$ cat config.mk
export PLATFORM = sky130hd
export DESIGN_NAME = name_pattern_sequencer
export DESIGN_NICKNAME = d
export VERILOG_FILES = /design/src/rtl/name_pattern_sequencer_pkg.sv /design/src/rtl/name_pattern_sequencer_glyph_rom.sv /design/src/rtl/name_pattern_sequencer.sv
export SDC_FILE = /design/constraint.sdc
export NUM_CORES = 1
export LEC_CHECK = 0
export BUFFER_PORTS_ARGS = -buffer_cell sky130_fd_sc_hd__buf_4
export CORE_MARGIN = 10
export CORE_UTILIZATION = 30
export CTS_BUF_LIST = sky130_fd_sc_hd__clkbuf_8
export CTS_CLUSTER_DIAMETER = 40
export DETAILED_ROUTE_END_ITERATION = 6
export HOLD_SLACK_MARGIN = 0.02
export SYNTH_ARGS = -nofsm -noshare
export SYNTH_HDL_FRONTEND = slang
export SYNTH_SLANG_ARGS = --single-unit
$ cat constraint.sdc
create_clock -name clk -period 6.28 [get_ports clk]
set_input_delay 0.314 -clock clk [delete_from_list [all_inputs] [get_ports clk]]
set_output_delay 0.314 -clock clk [all_outputs]
set_load 0.02 [all_outputs]
$ cat src/rtl/name_pattern_sequencer_pkg.sv
// name_pattern_sequencer_pkg: shared state encoding, character codes and glyph geometry.
package name_pattern_sequencer_pkg;
    typedef enum logic [1:0] {IDLE, SHOW_COL, GAP} state_t;
    localparam logic [4:0] CHAR_SPACE = 5'd0;
    localparam logic [4:0] CHAR_A     = 5'd1;
    localparam logic [4:0] CHAR_Z     = 5'd26;
    localparam int GLYPH_W = 5;
    localparam int GAP_W   = 1;
    function automatic logic is_letter(input logic [4:0] code);
        return code >= CHAR_A && code <= CHAR_Z;
    endfunction
endpackage

$ cat src/rtl/name_pattern_sequencer_glyph_rom.sv
// glyph_rom: combinational 5x7 font, A..Z; every other code is blank.
//   code : character code (1..26 = A..Z)
//   col  : glyph column 0..4 (5..7 read as blank)
//   bits : column bitmap, bit0 = top row, bit7 always 0
module glyph_rom
    import name_pattern_sequencer_pkg::*;
(
    input  logic [4:0] code,
    input  logic [2:0] col,
    output logic [7:0] bits
);
    logic [39:0] cols;
    logic [63:0] padded;
    always_comb begin
        case (code)
            5'd1:    cols = 40'h7E_11_11_11_7E;
            5'd2:    cols = 40'h7F_49_49_49_36;
            5'd3:    cols = 40'h3E_41_41_41_22;
            5'd4:    cols = 40'h7F_41_41_22_1C;
            5'd5:    cols = 40'h7F_49_49_49_41;
            5'd6:    cols = 40'h7F_09_09_09_01;
            5'd7:    cols = 40'h3E_41_49_49_7A;
            5'd8:    cols = 40'h7F_08_08_08_7F;
            5'd9:    cols = 40'h00_41_7F_41_00;
            5'd10:   cols = 40'h20_40_41_3F_01;
            5'd11:   cols = 40'h7F_08_14_22_41;
            5'd12:   cols = 40'h7F_40_40_40_40;
            5'd13:   cols = 40'h7F_02_0C_02_7F;
            5'd14:   cols = 40'h7F_04_08_10_7F;
            5'd15:   cols = 40'h3E_41_41_41_3E;
            5'd16:   cols = 40'h7F_09_09_09_06;
            5'd17:   cols = 40'h3E_41_51_21_5E;
            5'd18:   cols = 40'h7F_09_19_29_46;
            5'd19:   cols = 40'h46_49_49_49_31;
            5'd20:   cols = 40'h01_01_7F_01_01;
            5'd21:   cols = 40'h3F_40_40_40_3F;
            5'd22:   cols = 40'h1F_20_40_20_1F;
            5'd23:   cols = 40'h3F_40_38_40_3F;
            5'd24:   cols = 40'h63_14_08_14_63;
            5'd25:   cols = 40'h07_08_70_08_07;
            5'd26:   cols = 40'h61_51_49_45_43;
            default: cols = 40'h0;
        endcase
        // column 0 sits in the top byte; padding makes columns 5..7 read as zero
        padded = {cols, 24'h0};
        bits = is_letter(code) ? padded[{3'd7 - col, 3'b000} +: 8] : 8'h00;
    end
endmodule

$ cat src/rtl/name_pattern_sequencer.sv
// name_pattern_sequencer: scans a stored name out as 5x7 glyph columns with a blank gap column.
//   clk, rst        : clock, synchronous active-high reset
//   wr_en/addr/char : character buffer write port (accepted in any state)
//   name_len, loop  : frame length and repeat mode, sampled on an accepted start
//   start, stop     : begin a frame / abort (stop wins)
//   column_pattern  : registered column bitmap, bit0 = top row
//   busy, done      : frame in progress / end-of-frame pulse
module name_pattern_sequencer
    import name_pattern_sequencer_pkg::*;
#(
    parameter int MAX_CHARS = 16,
    parameter int COL_TICKS = 50000
) (
    input  logic       clk,
    input  logic       rst,
    input  logic       wr_en,
    input  logic [3:0] wr_addr,
    input  logic [4:0] wr_char,
    input  logic [4:0] name_len,
    input  logic       loop,
    input  logic       start,
    input  logic       stop,
    output logic [7:0] column_pattern,
    output logic       busy,
    output logic       done
);
    localparam int IW = MAX_CHARS > 1 ? $clog2(MAX_CHARS) : 1;
    localparam int TW = COL_TICKS > 1 ? $clog2(COL_TICKS) : 1;
    state_t        state;
    logic [4:0]    chars [MAX_CHARS];
    logic [IW-1:0] idx, fetch_idx;
    logic [2:0]    col, fetch_col;
    logic [TW-1:0] tick;
    logic [4:0]    len_q, start_len;
    logic          loop_q, tick_end, last, wr_ok;
    logic [7:0]    glyph;
    // the ROM is always addressed with the column that the next boundary will show
    always_comb begin
        start_len = 32'(name_len) > MAX_CHARS ? 5'(MAX_CHARS) : name_len;
        tick_end = tick == TW'(COL_TICKS - 1);
        last = 32'(idx) + 1 >= 32'(len_q);
        fetch_idx = state == SHOW_COL ? idx : (state == GAP && !last) ? idx + IW'(1) : '0;
        fetch_col = state == SHOW_COL ? col + 3'd1 : 3'd0;
        wr_ok = 32'(wr_addr) < MAX_CHARS;
    end
    glyph_rom u_rom (
        .code(chars[fetch_idx]),
        .col (fetch_col),
        .bits(glyph)
    );
    always_ff @(posedge clk) begin
        if (rst) begin
            for (int i = 0; i < MAX_CHARS; i++) chars[i] <= CHAR_SPACE;
        end else if (wr_en && wr_ok) begin
            chars[IW'(wr_addr)] <= wr_char;
        end
    end
    always_ff @(posedge clk) begin
        done <= 1'b0;
        if (rst || stop) begin
            state <= IDLE;
            idx <= '0;
            col <= '0;
            tick <= '0;
            column_pattern <= 8'h00;
            busy <= 1'b0;
            if (rst) begin
                len_q <= '0;
                loop_q <= 1'b0;
            end
        end else begin
            case (state)
                IDLE: begin
                    if (start && start_len != 5'd0) begin
                        state <= SHOW_COL;
                        idx <= '0;
                        col <= '0;
                        tick <= '0;
                        len_q <= start_len;
                        loop_q <= loop;
                        column_pattern <= glyph;
                        busy <= 1'b1;
                    end else if (start) begin
                        done <= 1'b1;
                    end
                end
                SHOW_COL: begin
                    if (!tick_end) begin
                        tick <= tick + TW'(1);
                    end else if (col == 3'(GLYPH_W - 1)) begin
                        tick <= '0;
                        state <= GAP;
                        col <= '0;
                        column_pattern <= 8'h00;
                    end else begin
                        tick <= '0;
                        col <= fetch_col;
                        column_pattern <= glyph;
                    end
                end
                GAP: begin
                    if (!tick_end) begin
                        tick <= tick + TW'(1);
                    end else if (col != 3'(GAP_W - 1)) begin
                        tick <= '0;
                        col <= col + 3'd1;
                    end else if (last && !loop_q) begin
                        tick <= '0;
                        state <= IDLE;
                        idx <= '0;
                        col <= '0;
                        busy <= 1'b0;
                        done <= 1'b1;
                    end else begin
                        tick <= '0;
                        state <= SHOW_COL;
                        idx <= fetch_idx;
                        col <= '0;
                        column_pattern <= glyph;
                    end
                end
                default: state <= IDLE;
            endcase
        end
    end
endmodule

Word level (Yosys, flattened, before mapping)
Memory sizes are Yosys's and may differ from the RTL's. Index checks and enable logic that the tools add are counted.

Register bits: 41. Latch bits: 0. RAM bits: 80. Memory bits (read-only): 1120. Output and inout port bits: 10. Word-level logic and storage cells: 117. Memories kept: 2.

Memories: (name not given) (words 32, bits a word 35, rd ports 1, clocked after Yosys merged registers in 0, wr ports 0, line name_pattern_sequencer_glyph_rom.sv:15) `case (code)`; chars (words 16, bits a word 5, rd ports 1, clocked after Yosys merged registers in 0, wr ports 16, line name_pattern_sequencer.sv:30) `logic [4:0] chars [MAX_CHARS];`.

Add/sub/neg operators: 5. Multiply operators: 0. Divide/modulo/power cells: 0. Magnitude comparators: 4. Eq/ne operators: 12. Shift operators: 1. Mux-type cells: 60. Bitwise operators: 0. Reduce and logical (&&, ||, !) cells: 24.

Operators with widths (number): indexed part select 64 x 7 -> 8 bit (1); 2-to-1 mux 8 bit (7); 2-to-1 mux 16 bit (2); one-hot mux 16 bit (2 select lines) (1); 2-to-1 mux 5 bit (6); 2-to-1 mux 4 bit (7); one-hot mux 8 bit (3 select lines) (1); 2-to-1 mux 1 bit (20); 2-to-1 mux 3 bit (6); adder 16 x 1 -> 16 bit, second input constant (1); equality test 16 bit, second input constant (1); inequality test 2 bit, second input constant (6); 2-to-1 mux 2 bit (5); AND reduction 5 bit (2); one-hot mux 3 bit (3 select lines) (1); one-hot mux 4 bit (2 select lines) (1); AND reduction 4 bit (2); nonzero test 2 bit (4); one-hot mux 2 bit (3 select lines) (1); AND reduction 6 bit (1); nonzero test 3 bit (2); adder 4 x 1 -> 5 bit, second input constant (1); greater-or-equal comparator 5 x 1 -> 1 bit, second input constant (1); greater-or-equal comparator 5 bit (1); 19 further kinds (25).

Longest topological paths before layout
Gate-level depths: netlist of the first run. An unclocked memory read counts as a cell.

Depth after elaboration: 14. Mapped depth: 24.

Hierarchy
Synthesis of the first run repeated with hierarchy kept, for this count alone.

Cells, all modules: 1007. Area, all modules: 8633.3 µm².

Modules (own cells, without submodules): name_pattern_sequencer (instances 1, cells an instance 778, area an instance 7216.9 µm²); glyph_rom (instances 1, cells an instance 229, area an instance 1416.4 µm²).

Least setup slack after synthesis of the first run
Ideal clock, no wire load.

Kind: reg2reg. Start point: reg idx[1]. End point: reg column_pattern[5]. Library setup time: 0.060 ns. Arrival: 4.714 ns. Data required time: 6.220 ns. Slack: 1.506 ns. Stages on the path, launching flop included: 24. Buffers on the path: 2. Path through: dfxtp_1 ha_1 and2_1 nand2_1 inv_1 ha_1 a21oi_4 and3_4 o21ai_4 nand2_4 mux2_2 a22o_1 or4_1 buf_2 inv_1 ha_1 clkbuf_1 inv_1 nor2_1 o21bai_1 a221o_1 a22o_1 a2111oi_2 a221o_1.

Word-level cells in the longest chain between the ends: 14. Elaborated cells between the ends (all ways): 24. Classes of those cells: add/sub: 2; order compare: 3; eq/ne: 1; shift: 1; mux: 10; reduce/logical: 5; memory: 2.

Ends and longest elaborated chain: start, declared (line name_pattern_sequencer.sv:31) `logic [IW-1:0] idx, fetch_idx;`; start signal, assigned (line name_pattern_sequencer.sv:117) `idx <= fetch_idx;`; adder 4 x 1 -> 5 bit (line name_pattern_sequencer.sv:41) `last = 32'(idx) + 1 >= 32'(len_q);`; greater-or-equal comparator 5 bit (line name_pattern_sequencer.sv:41); zero test 1 bit (line name_pattern_sequencer.sv:42) `fetch_idx = state == SHOW_COL ? idx : (state == GAP && !last) ? idx + IW'(1) : '0;`; logical AND 1 bit (line name_pattern_sequencer.sv:42); 2-to-1 mux 4 bit (2 in series) (line name_pattern_sequencer.sv:42); memory (16 x 5 bit); memory (32 x 35 bit) (tied with other cells); indexed part select 64 x 7 -> 8 bit or logical AND 1 bit (tied branches) (line name_pattern_sequencer_glyph_rom.sv:46, name_pattern_sequencer_pkg.sv:10); 2-to-1 mux 8 bit (line name_pattern_sequencer_glyph_rom.sv:46) `bits = is_letter(code) ? padded[{3'd7 - col, 3'b000} +: 8] : 8'h00;`; 2-to-1 mux 8 bit (line name_pattern_sequencer.sv:107) `end else if (last && !loop_q) begin`; 2-to-1 mux 8 bit (line name_pattern_sequencer.sv:104) `end else if (col != 3'(GAP_W - 1)) begin`; 2-to-1 mux 8 bit (line name_pattern_sequencer.sv:102) `if (!tick_end) begin`; one-hot mux 8 bit (3 select lines) (line name_pattern_sequencer.sv:72) `case (state)`; end signal, assigned (line name_pattern_sequencer.sv:81) `column_pattern <= glyph;`; end signal, assigned (line name_pattern_sequencer.sv:98) `column_pattern <= glyph;`; end signal, assigned (line name_pattern_sequencer.sv:119) `column_pattern <= glyph;`; end, declared (line name_pattern_sequencer.sv:23) `output logic [7:0] column_pattern,`.

Several ways; a longest one is shown, not always the timed one. The select of a mux whose other input is x is not followed. A chain may end at the register's enable or synchronous reset.

Worst setup path in the final report of the first run
Start point: reg idx[0]. End point: reg column_pattern[5].

The elaborated chain is that of the path after synthesis.

==> results.cfg, run 1 <==
[outcome]
status = complete, no violations

[synthesis]
synthArstFlopShare_pct = 0
syn_inst = 860
ys_types = 87
synth_area_per_cell_um2 = 9.05
syn_nets = 900
yosysWarnings = 0
synth-main-ff-cell = edfxtp_1
synth_top_cell_area_share_pct = 33.2
yosysMostFrequentCell = and2_1
synth_top_area_cell = edfxtp_1
syn_area_mm2 = 0.00778
synth_edf_count = 86
synth_commonest_cells = and2_1 (95), edfxtp_1 (86), nor2_1 (80)
synth_area_leaders = edfxtp_1 (33%), dfxtp_1 (8.7%), and2_1 (7.6%)
synth_sequential_area_ratio_pct = 41.9
synth_seq_cells = 120

[drt]
drt_iter0_drc = 565
num_vias = 6711
drcViolationCount = 0
ant_nets = 0
wire_per_inst_um = 18.6
routed_via_density = 5.52
wl_mm = 22.5
drtPass1Iterations = 5

[sta]
fin_crit_ns = 5.56
setup_tns_ns = 0
rsz0062_at_grt = no
fin_skew_ns = 0.0210
slew_headroom_pct = 28.4
tightest_slew_ns = 1.07
finalHoldViolCount = 0
post-route-period-util_pct = 88.6
setup_viol = 0
max_freq_ghz = 0.180
slew_violations = 0

[setup_path]
crit_type = reg2reg
cp-start-kind = flop
end_kind = flop
crit_arrival_ns = 5.96
cp_max_fo = 26
rr_worst_depth = 19
crit_required_ns = 6.68
r2r_slack_ns = 0.72

[finish]
design_area_mm2 = 0.00871
multi_input_area_mm2 = 0.00419
seq_area_mm2 = 0.00326
nFillCells = 2576
final_util_pct = 34.4
area_growth_pct = 11.9
drive_gt1_share_pct = 12.3
nNetsFinal = 911

[power]
p_leak_nw = 3.13
power.density_mw_per_mm2 = 216
peakVddDrop_mv = 0.130

[hold_path]
hold_path_class = in2reg
min_path_cells = 2

[flow_run]
maxCapViolCount = 0

[global_routing]
first_global_vias = 6541
overflow = 0
antenna_found_initial = 0
track_usage_pct = 13.5
grt_max_degree = 34
grt_pass1_wl_mm = 35.9

[clock_network]
h-tree-depth = 4
clkLatencyLatePin_ns = 0.45
post-cts-setup-buffers = 0
ctsResizeCount = 0
cts_tree = yes
numCtsBuffers = 17
cts_buffer_depth = 2
holdBufCountCts = 0
cts_root_buf = clkbuf_8
path_clk_slew_ns = 0.09
clock_sinks = 120

[die]
die_w_um = 181
die_h_um = 181
dieArea_mm2 = 0.0328
rows = 58
initial_core_util_pct = 30.7
ios = 30
core_mm2 = 0.0253

[placement]
dp_hpwl_mm = 15.9
gp_congestion = 0.933
port_buffers = 28
dpl_cell_area_mm2 = 0.00830
==> worst max-delay path, stage by stage (launching register included) <==
cell and delay [ns]:
dfxtp_1 0.42, ha_1 0.33, and2_1 0.20, nand2_1 0.08, inv_1 0.05, ha_1 0.34, and2_1 0.22, a21oi_1 0.14
nor2_2 0.83, a221oi_1 0.24, or4_1 0.60, inv_1 0.14, ha_1 0.43, inv_1 0.14, nor2_1 0.12, o21bai_1 0.07
a221o_1 0.34, a22o_1 0.25, a2111oi_2 0.39, a221o_1 0.16
==> registers in the layout, indices dropped and copies added, names as in the netlist <==
name / count
busy: 1
chars: 80
col: 3
column_pattern: 7
done: 1
idx: 4
len_q: 5
loop_q: 1
state: 2
tick: 16
==> power by group <==
part | switching [mW] | total, mW | internal, mW
logic | 0.158 | 0.239 | 0.0813
clock network | 0.354 | 0.748 | 0.394
registers | 0.0137 | 0.897 | 0.883
total | 0.526 | 1.88 | 1.36
==> per-layer routing <==
layer	part of all wire (%)	GRT usage, %	vias up
li1	-	-	3221
met1	45	17.8	3163
met2	46	20.9	282
met3	6.1	2.76	45
met4	2.5	5.66	0
met5	0	0	-
==> cell families after synthesis <==
group,share of synthesized area [%]
compound gates,21.9
xor+xnor,1.35
simple gates,24.7
other cells,0.0482
buf+inv,4.21
mux,2.67
fa+ha+maj,3.22
flops,41.9
==> placed cells by master (no fill, tap or decap), drive strengths merged, types with 16 or more instances in the layout <==
cell type	netlist	layout
o21ai	65	65
clkbuf	30	17
nand2	70	70
nor2	82	82
dfxtp	34	34
buf	24	46
nor3	16	16
edfxtp	86	86
ha	20	20
and2	95	95
and3	24	24
inv	23	29
a31oi	16	16
a21oi	41	41
nand3	36	36
==> through the flow <==
| stage | setup slack, ns | total power [mW] | hold WS [ns] | cells |
|---|---|---|---|---|
| global placement | 0.841 | 1.15 | 0.460 | 1182 |
| detailed placement | 0.733 | 1.15 | 0.463 | 1182 |
| floorplan | 1.51 | 1.07 | 0.458 | 860 |
| global route | 0.207 | 1.95 | 0.152 | 1214 |
| finish | 0.718 | 1.88 | 0.159 | 1215 |
| CTS | 0.714 | 1.89 | 0.136 | 1214 |
==> area by class of cell <==
cell class                      count  area share [%]
Multi-Input combinational cell    663            48.1
Inverter                           23           0.992
Timing Repair Buffer               46            3.97
Clock buffer                       17            2.69
Sequential cell                   120            37.5
Antenna cell                        1          0.0287
Tap cell                          330            4.74
Clock inverter                     15            1.98
==> final timing paths <==
check,from,end
hold / removal,name_len[3],len_q[3]
setup reg to reg,idx[0],column_pattern[5]
hold reg to reg,column_pattern[4],column_pattern[4]
setup / recovery,idx[0],column_pattern[5]
Power figures use the tool's default switching activity.
==> inputs of run 2 (changes only) <==
CELL_PAD_IN_SITES_DETAIL_PLACEMENT = 1   (was default)
CELL_PAD_IN_SITES_GLOBAL_PLACEMENT = 2   (was default)
PLACE_DENSITY_LB_ADDON = 0.1   (was default)
SETUP_SLACK_MARGIN = 0.5   (was default)
==> run 2 against run 1 <==
Utilization rose by 0.099 points. Via count is 2.0% higher. Worst setup slack improved by 0.078 ns. Register-to-register slack improved by 0.08 ns. First-iteration DRC count down 19%. Combinational power increased by 4%. Largest power group unchanged.
==> results.cfg, run 2 (synthesis gave the netlist of run 1 again) <==
[outcome]
status = complete, no violations

[power]
power.density_mw_per_mm2 = 217
p_leak_nw = 3.14
peakVddDrop_mv = 0.116

[die]
initial_core_util_pct = 30.7
core_mm2 = 0.0253
die_h_um = 181
rows = 58
dieArea_mm2 = 0.0328
ios = 30
die_w_um = 181

[finish]
drive_gt1_share_pct = 13.3
area_growth_pct = 12.2
layout_common_cells = and2_1 (95), edfxtp_1 (86), nor2_1 (80)
largest_reg_flops = 80
layout.cells.most_common = and2_1
n_antenna_cell = 0
design_area_mm2 = 0.00873
final_util_pct = 34.5
nNetsFinal = 914
reg_top3 = chars (80), tick (16), column_pattern (7)
top_register = chars

[sta]
post-route-period-util_pct = 87.3
tightest_slew_ns = 0.905
max_freq_ghz = 0.182
rsz0062_at_grt = no
finalHoldViolCount = 0
setup_viol = 0
fin_crit_ns = 5.48
slew_headroom_pct = 39.2
slew_violations = 0
fin_ws_ns = 0.796
setup_tns_ns = 0
fin_skew_ns = 0.0253

[drt]
drtPass1Iterations = 5
routed_via_density = 5.62
ant_nets = 0
wire_per_inst_um = 22.1
wl_mm = 26.9
drt_iter0_drc = 459
num_vias = 6842
drcViolationCount = 0

[clock_network]
cts_root_buf = clkbuf_8
cts_tree = yes
path_clk_slew_ns = 0.09
post-cts-setup-buffers = 0
ctsResizeCount = 0
holdBufCountCts = 0
numCtsBuffers = 17
cts_buffer_depth = 2
clock_sinks = 120
clkLatencyLatePin_ns = 0.46
h-tree-depth = 4

[setup_path]
crit_required_ns = 6.69
cp_slowest_cell = or4_1
crit_type = reg2reg
cpPeakStageDelay_ns = 0.52
cp-start-kind = flop
worstPathCellList = ha_2, and2_1, nand2_1, inv_1, ha_1, a21oi_4, and3_4, o21ai_4, nand2_4, buf_4, mux2_2, a22o_1, or4_1, inv_1, ha_2, inv_1, nor2_1, o21bai_1, a221o_1, a22o_1, a2111oi_2, a221o_1
cpMostUsedCell = inv_1
crit_arrival_ns = 5.89
end_kind = flop
crit_family = compound AO/OA/AOI/OAI gates
cp_max_fo = 18
crit_buf_inv = 4

[global_routing]
grt_max_degree = 33
overflow = 0
antenna_found_initial = 1
grt_pass1_wl_mm = 42.6
first_global_vias = 7177
track_usage_pct = 16.3

[placement]
port_buffers = 28
place_ws_ns = 0.597
gp_congestion = 0.896
dpl_cell_area_mm2 = 0.00832
dp_hpwl_mm = 19.5

[hold_path]
hold_path_class = in2reg

[flow_run]
maxCapViolCount = 0
==> run 2: changes by cell type in the layout (fill, tap and decap cells not counted), sizes merged <==
| cell | delta |
|---|---|
| clkinvlp | -2 |
| inv | -1 |
| bufinv | -1 |
| clkinv | +4 |
| diode | -1 |
| buf | +3 |
==> run 2: worst paths after layout <==
check	cells after the start	end	slack, ns	from
worst min register to register	2	column_pattern[4]	0.46	column_pattern[4]
worst max-delay path	22	column_pattern[5]	0.80	idx[1]
worst max register to register	22	column_pattern[5]	0.80	idx[1]
worst min-delay path	3	done	0.16	start
==> run 2: layer usage <==
metal / up-vias / track usage [%] / wire (µm)
li1: 3233 / - / -
met4: 2 / 5.37 / 539
met5: - / 0 / 13
met2: 130 / 27.7 / 13400
met1: 3437 / 20.4 / 12100
met3: 40 / 2.68 / 839
==> run 2: stage by stage <==
step / hold slack (ns) / total power [mW] / cells
6_report: 0.158 / 1.89 / 1217
5_1_grt: 0.164 / 1.97 / 1217
4_1_cts: 0.122 / 1.92 / 1217
3_5_place_dp: 0.454 / 1.16 / 1185
3_3_place_gp: 0.444 / 1.16 / 1185
2_1_floorplan: 0.458 / 1.07 / 860
==> run 2: where the power goes <==
| part | internal, mW | switching (mW) |
|---|---|---|
| Clock | 0.361 | 0.387 |
| Combinational | 0.0816 | 0.167 |
| Sequential | 0.883 | 0.0146 |
==> run 2: final cells by class <==
type                            instances  area, µm²
Multi-Input combinational cell        663       4200
Sequential cell                       120       3260
Inverter                               23       86.3
Clock inverter                         15        166
Clock buffer                           17        234
Tap cell                              330        413
Timing Repair Buffer                   49        368
Fill cell                            2939      16600
==> run 2: worst register-to-register path, delay by kind of cell, from the launching register on <==
| kind | cells | cell delay (ns) |
|---|---|---|
| flip-flops | 1 | 0.49 |
| AO/OA/AOI/OAI | 8 | 1.76 |
| buffers and inverters | 4 | 0.66 |
| multiplexers | 1 | 0.39 |
| AND/OR/NAND/NOR | 6 | 1.20 |
| adder cells (fa/ha/maj) | 3 | 0.96 |
